===== config.mk =====
export PLATFORM = sky130hd
export DESIGN_NAME = crt_reconstruct
export DESIGN_NICKNAME = d
export VERILOG_FILES = /design/src/rtl/crt_pkg.sv /design/src/rtl/crt_reconstruct_mod_mul_serial.sv /design/src/rtl/crt_reconstruct.sv
export SDC_FILE = /design/constraint.sdc
export NUM_CORES = 2
export LEC_CHECK = 0
export ABC_CLOCK_PERIOD_IN_PS = 9810
export BUFFER_PORTS_ARGS = -buffer_cell sky130_fd_sc_hd__buf_2
export CORE_ASPECT_RATIO = 1.75
export CORE_UTILIZATION = 65
export CTS_CLUSTER_SIZE = 28
export DETAILED_ROUTE_END_ITERATION = 8
export HOLD_SLACK_MARGIN = 0.1
export PLACE_DENSITY = 0.81
export SLEW_MARGIN = 20
export SYNTH_ARGS = -nofsm -noshare
export SYNTH_HDL_FRONTEND = slang
export SYNTH_SLANG_ARGS = --single-unit

===== constraint.sdc =====
create_clock -name clk -period 9.81 [get_ports clk]
set_input_delay 1.962 -clock clk [delete_from_list [all_inputs] [get_ports clk]]
set_output_delay 1.962 -clock clk [all_outputs]
set_load 0.02 [all_outputs]

===== src/rtl/crt_pkg.sv =====
// Shared definitions for the CRT reconstruction engine: FSM state encoding and default width.
package crt_pkg;

    localparam int CRT_WIDTH = 32;

    typedef enum logic [2:0] {
        IDLE,
        SUB,
        MUL,
        RECON,
        DONE
    } crt_state_e;

endpackage


===== src/rtl/crt_reconstruct_mod_mul_serial.sv =====
// Bit-serial MSB-first interleaved modular multiplier: p = (a * b) mod m in WIDTH cycles.
// The load cycle already consumes b[WIDTH-1]; valid pulses once with p.
module mod_mul_serial
    import crt_pkg::*;
#(
    parameter int WIDTH = CRT_WIDTH
) (
    input  logic             clk,
    input  logic             reset,
    input  logic             load,
    input  logic [WIDTH-1:0] a,
    input  logic [WIDTH-1:0] b,
    input  logic [WIDTH-1:0] m,
    output logic             busy,
    output logic             valid,
    output logic [WIDTH-1:0] p
);

    localparam int CNT_W = $clog2(WIDTH + 1);

    logic [WIDTH-1:0] acc;
    logic [WIDTH-1:0] a_q;
    logic [WIDTH-1:0] m_q;
    logic [WIDTH-1:0] b_sh;
    logic [CNT_W-1:0] cnt;
    logic             running;

    // One interleaved step; operands stay below m, so WIDTH+1 bits never overflow.
    function automatic logic [WIDTH-1:0] mod_step(
        input logic [WIDTH-1:0] acc_in,
        input logic [WIDTH-1:0] d,
        input logic             bit_i,
        input logic [WIDTH-1:0] mod
    );
        logic [WIDTH:0] t;
        t = {acc_in, 1'b0};
        if (t >= {1'b0, mod}) t = t - {1'b0, mod};
        if (bit_i) begin
            t = t + {1'b0, d};
            if (t >= {1'b0, mod}) t = t - {1'b0, mod};
        end
        return t[WIDTH-1:0];
    endfunction

    always_ff @(posedge clk or negedge reset) begin
        if (!reset) begin
            acc     <= '0;
            a_q     <= '0;
            m_q     <= '0;
            b_sh    <= '0;
            cnt     <= '0;
            running <= 1'b0;
            valid   <= 1'b0;
        end else begin
            valid <= 1'b0;
            if (load) begin
                acc     <= mod_step('0, a, b[WIDTH-1], m);
                a_q     <= a;
                m_q     <= m;
                b_sh    <= b << 1;
                cnt     <= CNT_W'(WIDTH - 1);
                running <= (WIDTH > 1);
                valid   <= (WIDTH == 1);
            end else if (running) begin
                acc  <= mod_step(acc, a_q, b_sh[WIDTH-1], m_q);
                b_sh <= b_sh << 1;
                cnt  <= cnt - 1'b1;
                if (cnt == CNT_W'(1)) begin
                    running <= 1'b0;
                    valid   <= 1'b1;
                end
            end
        end
    end

    assign busy = running;
    assign p    = acc;

endmodule


===== src/rtl/crt_reconstruct.sv =====
// Two-modulus CRT reconstruction (Garner): x = r1 + m1 * (((r2 - r1) * m1_inv) mod m2).
// Define CRT_INPUT_CHECK_EN to range-check operands and flag violations on err.
module crt_reconstruct
    import crt_pkg::*;
#(
    parameter int WIDTH = CRT_WIDTH
) (
    input  logic               clk,
    input  logic               reset,
    input  logic               start,
    input  logic [WIDTH-1:0]   r1,
    input  logic [WIDTH-1:0]   r2,
    input  logic [WIDTH-1:0]   m1,
    input  logic [WIDTH-1:0]   m2,
    input  logic [WIDTH-1:0]   m1_inv,
    output logic               busy,
    output logic               done,
    output logic [2*WIDTH-1:0] x,
    output logic               err
);

    crt_state_e state, state_nxt;

    logic [WIDTH-1:0]   r1_q, r2_q, m1_q, m2_q, inv_q;
    logic [WIDTH-1:0]   d;
    logic [2*WIDTH-1:0] recon;
    logic [2*WIDTH-1:0] xr_q;
    logic               bad_q;
    logic               viol;
    logic               accept;
    logic               mul_load;
    logic               mul_busy;
    logic               mul_valid;
    logic [WIDTH-1:0]   mul_p;

    // r1 < m2 keeps m2 - (r1 - r2) positive, so the wrap branch needs no extra bit.
    always_comb begin
        d = '0;
        if (r2_q >= r1_q) d = r2_q - r1_q;
        else              d = m2_q - (r1_q - r2_q);
    end

`ifdef CRT_INPUT_CHECK_EN
    assign viol = (m2_q == '0) || (m1_q >= m2_q) || (r1_q >= m1_q) || (r2_q >= m2_q);
`else
    assign viol = 1'b0;
`endif

    assign recon = {{WIDTH{1'b0}}, r1_q} + ({{WIDTH{1'b0}}, m1_q} * {{WIDTH{1'b0}}, mul_p});

    mod_mul_serial #(.WIDTH(WIDTH)) u_mul (
        .clk   (clk),
        .reset (reset),
        .load  (mul_load),
        .a     (d),
        .b     (inv_q),
        .m     (m2_q),
        .busy  (mul_busy),
        .valid (mul_valid),
        .p     (mul_p)
    );

    always_ff @(posedge clk or negedge reset) begin
        if (!reset) state <= IDLE;
        else        state <= state_nxt;
    end

    always_comb begin
        state_nxt = state;
        case (state)
            IDLE:    if (start) state_nxt = SUB;
            SUB:     state_nxt = viol ? DONE : MUL;
            MUL:     if (mul_valid && !mul_busy) state_nxt = RECON;
            RECON:   state_nxt = DONE;
            DONE:    state_nxt = IDLE;
            default: state_nxt = IDLE;
        endcase
    end

    always_comb begin
        accept   = (state == IDLE) && start;
        mul_load = (state == SUB) && !viol;
    end

    always_ff @(posedge clk or negedge reset) begin
        if (!reset) begin
            r1_q  <= '0;
            r2_q  <= '0;
            m1_q  <= '0;
            m2_q  <= '0;
            inv_q <= '0;
            bad_q <= 1'b0;
            xr_q  <= '0;
            x     <= '0;
            busy  <= 1'b0;
            done  <= 1'b0;
        end else begin
            done <= 1'b0;
            if (accept) begin
                r1_q  <= r1;
                r2_q  <= r2;
                m1_q  <= m1;
                m2_q  <= m2;
                inv_q <= m1_inv;
                busy  <= 1'b1;
            end
            if (state == SUB)   bad_q <= viol;
            if (state == RECON) xr_q  <= recon;
            if (state == DONE) begin
                x    <= bad_q ? '0 : xr_q;
                done <= 1'b1;
                busy <= 1'b0;
            end
        end
    end

`ifdef CRT_INPUT_CHECK_EN
    always_ff @(posedge clk or negedge reset) begin
        if (!reset)             err <= 1'b0;
        else if (accept)        err <= 1'b0;
        else if (state == DONE) err <= bad_q;
    end
`else
    assign err = 1'b0;
`endif

endmodule


== Yosys cells after proc, flatten, opt, wreduce, memory -nomap -nowiden ==
Cells that the tools add are included.
Word-level totals
  register bits: 429
  input port bits: 163
  output and inout port bits: 67
  word-level logic and storage cells: 76
Cells by class
  add/sub/neg operators: 11
  multiply operators: 1
  magnitude comparators: 5
  eq/ne operators: 7
  mux-type cells: 28
  reductions and logical operators: 7
Operator list (count)
  two-way mux 32 bit: 9
  two-way mux 33 bit: 5
  subtractor 32 bit: 5
  >= comparator 33 x 32 -> 1 bit: 3
  adder 33 x 32 -> 33 bit: 2
  adder 32 x 64 -> 64 bit: 1
  multiplier 32 x 32 -> 64 bit: 1
  subtractor 1 x 32 -> 33 bit (first input constant): 1
  subtractor 33 x 32 -> 33 bit: 1
  >= comparator 1 x 32 -> 1 bit (first input constant): 1
  >= comparator 32 bit: 1
  two-way mux 6 bit: 2
  case mux 3 bit (4 select lines): 1
  two-way mux 1 bit: 9
  == test 3 x 2 -> 1 bit (second input constant): 2
  == test 6 x 1 -> 1 bit (second input constant): 1
  two-way mux 3 bit: 2
  subtractor 6 x 1 -> 6 bit (second input constant): 1
  inequality test 2 bit (second input constant): 2
  nonzero test 2 bit: 2
  == test 3 x 1 -> 1 bit (second input constant): 1
  == test 3 bit (second input constant): 1
  zero test 3 bit: 1
  logical AND 1 bit: 2
  2 further kinds: 2

== Depth between registers and ports, before layout ==
  depth in word-level cells: 10
  gate-level depth with buffers: 40
  mapped depth without buffers: 38

== Hierarchy ==
From an unflattened synthesis, not the netlist that was laid out.
Second synthesis, totals
  cell total of the unflattened synthesis: 7259
  area total of the unflattened synthesis: 64897.2 sq um
By module, submodules not included
  crt_reconstruct: times used 1, cells an instance 5328, area an instance 49508.7 sq um, seq. area each 7332.0 sq um
  mod_mul_serial: times used 1, cells an instance 1931, area an instance 15388.5 sq um, seq. area each 3378.2 sq um

== Least setup slack after synthesis ==
No wires, ideal clock.
  kind: reg2reg
  from: reg r1_q[0]
  to: reg u_mul.acc[23], in the netlist u_mul.p[23]
  library setup time: 0.138 ns
  arrival: 7.697 ns
  data required time: 9.672 ns
  slack: 1.974 ns
  stages on the path, launching flop included: 37
  path buffers: 3
  period minus slack after synthesis: 7.836 ns
  cells stage by stage: dfrtp_1 > ha_1 > fa_1 > nand2b_1 > a21boi_0 > o21ai_0 > a211oi_1 > o2111ai_1 > nand4b_1 > a21oi_1 > nor2_1 > clkbuf_1 > a21oi_1 > ha_1 > fa_1 > a21oi_1 > nor2_1 > o311ai_2 > a211oi_1 > or4_1 > a31oi_1 > o21bai_1 > o31ai_1 > xnor2_1 > ha_1 > a21o_1 > a21o_1 > a21o_1 > a21o_1 > a21oi_1 > o22ai_2 > or2_1 > buf_2 > buf_6 > or3_1 > a22oi_2 > o211ai_1
Between the ends
  word-level cells in the longest chain between the ends: 8
  elaborated cells between the ends (all ways): 11
  those cells by class: 5 x add/sub; 2 x order compare; 4 x mux
Ends and longest elaborated chain
  start, declared: line crt_reconstruct.sv:24  | logic [WIDTH-1:0] r1_q, r2_q, m1_q, m2_q, inv_q;
  start signal, assigned: line crt_reconstruct.sv:100  | r1_q <= r1;
  subtractor 32 bit (2 in series): line crt_reconstruct.sv:40  | else d = m2_q - (r1_q - r2_q);
  two-way mux 32 bit *: line crt_reconstruct.sv:39  | if (r2_q >= r1_q) d = r2_q - r1_q;
  via d[0]: line crt_reconstruct.sv:25  | logic [WIDTH-1:0] d;
  adder 33 x 32 -> 33 bit *: line crt_reconstruct_mod_mul_serial.sv:39  | t = t + {1'b0, d};
  subtractor 32 bit or >= comparator 33 x 32 -> 1 bit (tied branches): line crt_reconstruct_mod_mul_serial.sv:40  | if (t >= {1'b0, mod}) t = t - {1'b0, mod};
  two-way mux 32 bit *: line crt_reconstruct_mod_mul_serial.sv:40
  two-way mux 32 bit *: line crt_reconstruct_mod_mul_serial.sv:38  | if (bit_i) begin
  two-way mux 32 bit *: line crt_reconstruct_mod_mul_serial.sv:56  | if (load) begin
  end signal, assigned: line crt_reconstruct_mod_mul_serial.sv:57  | acc <= mod_step('0, a, b[WIDTH-1], m);
  end signal, assigned: line crt_reconstruct_mod_mul_serial.sv:65  | acc <= mod_step(acc, a_q, b_sh[WIDTH-1], m_q);
  end, declared: line crt_reconstruct_mod_mul_serial.sv:21  | logic [WIDTH-1:0] acc;
The timed path passes the listed nets; every way through them passes the cells marked *.
A chain may end at the register's enable or synchronous reset.

== Worst setup path in the final report ==
  from: reg u_mul.m_q[18]
  to: reg u_mul.acc[3], in the netlist u_mul.p[3]
Between the ends
  word-level cells in the longest chain between the ends: 10
  elaborated cells between the ends (all ways): 12
  those cells by class: 3 x add/sub; 2 x order compare; 7 x mux
Ends and longest elaborated chain
  start, declared: line crt_reconstruct_mod_mul_serial.sv:23  | logic [WIDTH-1:0] m_q;
  start signal, assigned: line crt_reconstruct_mod_mul_serial.sv:59  | m_q <= m;
  subtractor 33 x 32 -> 33 bit or >= comparator 33 x 32 -> 1 bit (tied branches): line crt_reconstruct_mod_mul_serial.sv:37  | if (t >= {1'b0, mod}) t = t - {1'b0, mod};
  two-way mux 33 bit: line crt_reconstruct_mod_mul_serial.sv:37
  two-way mux 33 bit: line crt_reconstruct_mod_mul_serial.sv:64  | end else if (running) begin
  two-way mux 33 bit: line crt_reconstruct_mod_mul_serial.sv:56
  adder 33 x 32 -> 33 bit: line crt_reconstruct_mod_mul_serial.sv:39
  >= comparator 33 x 32 -> 1 bit or subtractor 32 bit (tied branches): line crt_reconstruct_mod_mul_serial.sv:40
  two-way mux 32 bit: line crt_reconstruct_mod_mul_serial.sv:40
  two-way mux 32 bit *: line crt_reconstruct_mod_mul_serial.sv:38
  two-way mux 32 bit *: line crt_reconstruct_mod_mul_serial.sv:64
  two-way mux 32 bit *: line crt_reconstruct_mod_mul_serial.sv:56
Every way passes the cells marked *; elsewhere a longest branch is shown, timed or not. The select of a mux whose other input is x is not followed.

==> impl.org <==
** Run status
- The flow ran to the end, but the final reports show violations.
- The checks that failed: negative setup slack.

** Synth
- Synthesis Warnings :: 0
- Syn Nets :: ~8800
- Counting flops with a built-in enable in the synthesized netlist gives 0.
- In the synthesized netlist the dominant register cell turns out to be sky130_fd_sc_hd__dfrtp_1.
- In the synthesized netlist, the number of instances is 7132.
- Average cell area after synthesis :: roughly 8.9 sq um
- The cell area that synthesis handed to floorplanning was between 60000 and 70000 sq um.
- For this run, asynchronously set or reset flops after synthesis account for 100%.
- Synthesis inferred 428 register bits.
- Summing the sequential cell areas from Yosys gives between 10% and 20% of the chip area.
- The netlist uses 102 different library cells.

** Route
- Dividing the detail-routed via count by the number of cells gives 6.21.
- Average wire length per cell after detail routing :: between 20 and 30 um
- Overall via count from detail_route :: about 53000
- In this run the remaining antenna-violating nets after routing total 0.
- Post-Route WL :: roughly 220000 um
- Number of optimization iterations in the first detailed-route pass :: 8
- Number of DRC violations after detailed-routing iteration 0 :: ~4000
- After detailed routing, the number of remaining DRC violations is 0.

** Place
- HPWL after detailed placement :: 175000 um
- Routability-driven placement finished with a final weighted congestion of 1.09.
- Input and output buffers added on the ports amount to 228.

** Clocking
- The H-tree was split into 2 levels.
- For the worst-skew pair, the clock arrives at the later sink with an insertion delay of 0.69 ns.
- Total number of clock tree sinks :: ~430
- TritonCTS built the clock tree.
- TritonCTS Buffers :: 45
- The number of gates resized after CTS was 0.
- Post-CTS clock slew at the launch and capture registers of the worst setup and hold paths :: around 0.060 ns
- For this design, the CTS-stage hold fixing added 0 buffers.
- Number of setup buffers added after CTS :: 0
- The longest clock path from root to sink contains 3 buffers.
- Clock Tree Root :: sky130_fd_sc_hd__clkbuf_16

** Global route
- In the global route stage, met3 resource usage came out at 9.85%.
- Met2 usage :: approximately 76%
- Layer with the highest usage :: met2
- Antenna violations before repair :: 18
- Entering global routing, the biggest net connects roughly 170 pins.
- Via count of the first global-routing pass :: 56900
- Remaining global-route overflow :: 0
- Grt met1 use :: 46.0%
- The first global-routing pass estimated approximately 330000 um of wire.
- For this run, the total global-route usage over all layers was measured as 45.4%.

** Die
- For this configuration, the core starts out at a cell density of 65.5%.
- In this run the count of I/O pins placed on the die edge is 230.
- Die boundary width :: 238 um
- Count of standard-cell rows :: 151
- DIE HEIGHT :: 415 um
- Core Box Area :: 96700 sq um
- Die Footprint :: just under 100000 sq um

** Timing
- After layout, the worst setup slack is -0.0266 ns.
- Across the routed clock network, the largest skew measured is 0.0509 ns.
- Number of max-slew violations in the final report :: 0
- For the pin with the worst max-slew slack, the measured transition is 1.25 ns.
- The final hold violation count was 0.
- Number of endpoints failing setup at the final stage :: 1
- RSZ-0062 raised after global routing :: false
- Summed over all failing endpoints, the final setup total negative slack is -0.0266 ns.
- Final critical path time including I/O delays and setup :: 9.84 ns
- Headroom to the max-slew limit came out at 16.5%.
- Max Clock Freq :: 102 MHz
- Post-route fraction of the period consumed by the critical path :: 100%

** Finish
- Summing all multi-input logic gate instances after layout gives roughly 47000 sq um.
- Layout overhead on the synthesized area :: 7.02%
- Util after Layout :: 70.1%
- Share of final-layout standard cells stronger than drive strength 1 :: 9.99%
- Register Area :: 10700 sq um
- Layout Nets :: about 9000
- Fillers :: about 7600

** Worst setup path
- Worst path max stage delay :: around 0.6 ns
- Sort of element at the end of the critical path :: flip-flop
- Max Fanout on Critical Path :: 31
- Arr. time, crit path :: 10.33 ns
- The critical path in this run is classified as flip-flop to flip-flop.
- STA puts the critical path data required time at 10.31 ns.
- Standard cell with the maximum stage delay on the critical path :: sky130_fd_sc_hd__a222oi_1
- The worst setup path is launched from a flip-flop.

** Hold path
- In this run the worst hold path is classified as flip-flop to flip-flop.

** Job
- Max-cap violations in this run came to 0.
synthesized netlist by cell type, types with 9 or more instances:
| master | instances | area [sq um] |
|---|---|---|
| sky130_fd_sc_hd__xor2_1 | 77 | 674 |
| sky130_fd_sc_hd__o21ai_0 | 387 | 1940 |
| sky130_fd_sc_hd__o211ai_1 | 40 | 300 |
| sky130_fd_sc_hd__inv_1 | 1148 | 4310 |
| sky130_fd_sc_hd__mux2i_1 | 73 | 731 |
| sky130_fd_sc_hd__clkbuf_1 | 344 | 1290 |
| sky130_fd_sc_hd__nor2b_1 | 23 | 144 |
| sky130_fd_sc_hd__o21bai_1 | 39 | 293 |
| sky130_fd_sc_hd__and3_1 | 27 | 169 |
| sky130_fd_sc_hd__or3_1 | 16 | 100 |
| sky130_fd_sc_hd__buf_2 | 12 | 60.1 |
| sky130_fd_sc_hd__buf_1 | 9 | 33.8 |
| sky130_fd_sc_hd__nor2_1 | 196 | 736 |
| sky130_fd_sc_hd__a31oi_1 | 31 | 194 |
| sky130_fd_sc_hd__o21ai_1 | 22 | 110 |
| sky130_fd_sc_hd__a21oi_1 | 259 | 1300 |
| sky130_fd_sc_hd__nor3_1 | 44 | 220 |
| sky130_fd_sc_hd__dfrtp_1 | 428 | 10700 |
| sky130_fd_sc_hd__fa_1 | 965 | 19300 |
| sky130_fd_sc_hd__xnor2_1 | 173 | 1520 |
| sky130_fd_sc_hd__nand2b_1 | 38 | 238 |
| sky130_fd_sc_hd__nand2_1 | 1307 | 4910 |
| sky130_fd_sc_hd__nor4b_1 | 16 | 140 |
| sky130_fd_sc_hd__ha_1 | 490 | 6130 |
| sky130_fd_sc_hd__and2_1 | 205 | 1280 |
| sky130_fd_sc_hd__o31ai_1 | 29 | 218 |
| sky130_fd_sc_hd__a211oi_1 | 31 | 233 |
| sky130_fd_sc_hd__a21o_1 | 152 | 1140 |
| sky130_fd_sc_hd__a211o_1 | 12 | 105 |
| sky130_fd_sc_hd__o21a_1 | 36 | 270 |
| sky130_fd_sc_hd__nor4_1 | 16 | 100 |
| sky130_fd_sc_hd__nand3_1 | 68 | 340 |
| sky130_fd_sc_hd__mux2_2 | 170 | 1910 |
| sky130_fd_sc_hd__nand4_1 | 37 | 231 |
| sky130_fd_sc_hd__or2_2 | 14 | 87.6 |
| sky130_fd_sc_hd__nor3b_1 | 9 | 67.6 |
| sky130_fd_sc_hd__a22oi_1 | 19 | 143 |
metrics by stage:
stage	instance area [sq um]	hold WS, ns	instances	setup WS, ns
after floorplan	63300	0.433	7132	1.97
after global placement	66100	0.448	8466	0.717
after detailed placement	66100	0.464	8466	0.546
after CTS	67700	0.476	8549	0.519
after global routing	67800	0.497	8554	0.00259
final	67800	0.474	8561	-0.0266
layout make-up:
class,instances,share of cell area (%)
inverters,1149,6.37
clock buffers,57,1.83
repair buffers,407,3.79
well taps,1300,2.40
diodes,11,0.0406
clock inverters,26,0.554
flip-flops and latches,428,15.8
multi-input cells,5183,69.2
path summary, 6_finish.rpt:
path,start,endpoint,slack (ns),cells past startpoint
worst max-delay path,u_mul.m_q[18]$_DFFE_PN0P_,u_mul.p[3]$_DFFE_PN0P_,-0.03,33
worst min-delay path,xr_q[55]$_DFFE_PN0P_,xr_q[55]$_DFFE_PN0P_,0.47,2
worst max register to register,u_mul.m_q[18]$_DFFE_PN0P_,u_mul.p[3]$_DFFE_PN0P_,-0.03,33
worst min register to register,xr_q[55]$_DFFE_PN0P_,xr_q[55]$_DFFE_PN0P_,0.47,2
max in group asynchronous,reset,m1_q[26]$_DFFE_PN0P_,7.13,2
min in group asynchronous,reset,xr_q[58]$_DFFE_PN0P_,1.23,1
layout by cell type, fill, tap and decap left out, types with 173 or more instances in the layout:
master	count
sky130_fd_sc_hd__buf_2	227
sky130_fd_sc_hd__a21oi_1	259
sky130_fd_sc_hd__fa_1	965
sky130_fd_sc_hd__ha_1	490
sky130_fd_sc_hd__buf_4	173
sky130_fd_sc_hd__dfrtp_1	422
sky130_fd_sc_hd__nand2_1	1307
sky130_fd_sc_hd__o21ai_0	385
sky130_fd_sc_hd__and2_1	205
sky130_fd_sc_hd__inv_1	1147
sky130_fd_sc_hd__nor2_1	193
per-layer routing:
| layer | share of wire, % | routed length [um] | vias up |
|---|---|---|---|
| met4 | 12 | 27100 | 14 |
| li1 | - | - | 22900 |
| met2 | 48 | 105000 | 2947 |
| met1 | 31 | 68000 | 26300 |
| met3 | 8.2 | 17900 | 1109 |
| met5 | 0.062 | 135 | - |
worst max-delay path: cells and delay by family (launching register included):
family | cells | cell delay (ns)
buffers and inverters | 4 | 0.83
adder cells (fa/ha/maj) | 3 | 1.10
AO/OA/AOI/OAI | 14 | 3.96
flip-flops | 1 | 0.37
XOR/XNOR | 1 | 0.14
AND/OR/NAND/NOR | 8 | 1.96
multiplexers | 3 | 1.26
flip-flops by register name, indices dropped and copies added, names as in the netlist, 31 cells and up:
register / cells
u_mul.a_q: 32
u_mul.p: 32
r1_q: 32
m2_q: 32
u_mul.m_q: 32
inv_q: 32
xr_q: 64
u_mul.b_sh: 31
r2_q: 32
x: 64
m1_q: 32
kinds of logic (layout without fill, tap and decap cells):
kind of cell	Yosys count	count (layout)	synth area share [%]
buffers and inverters	1522	1639	9.13
AOI/OAI and AO/OA	1171	1171	11.6
and+or+nand+nor	2055	2056	14.4
DFF	428	428	16.9
xor gates and xnor gates	250	250	3.46
adders and majority gates	1455	1455	40.2
other	1	12	0.00592
muxes	250	250	4.31
Power is left out: the tool's default activity adds up to more than one toggle a clock period on the data nets, which glitch-free logic cannot reach.
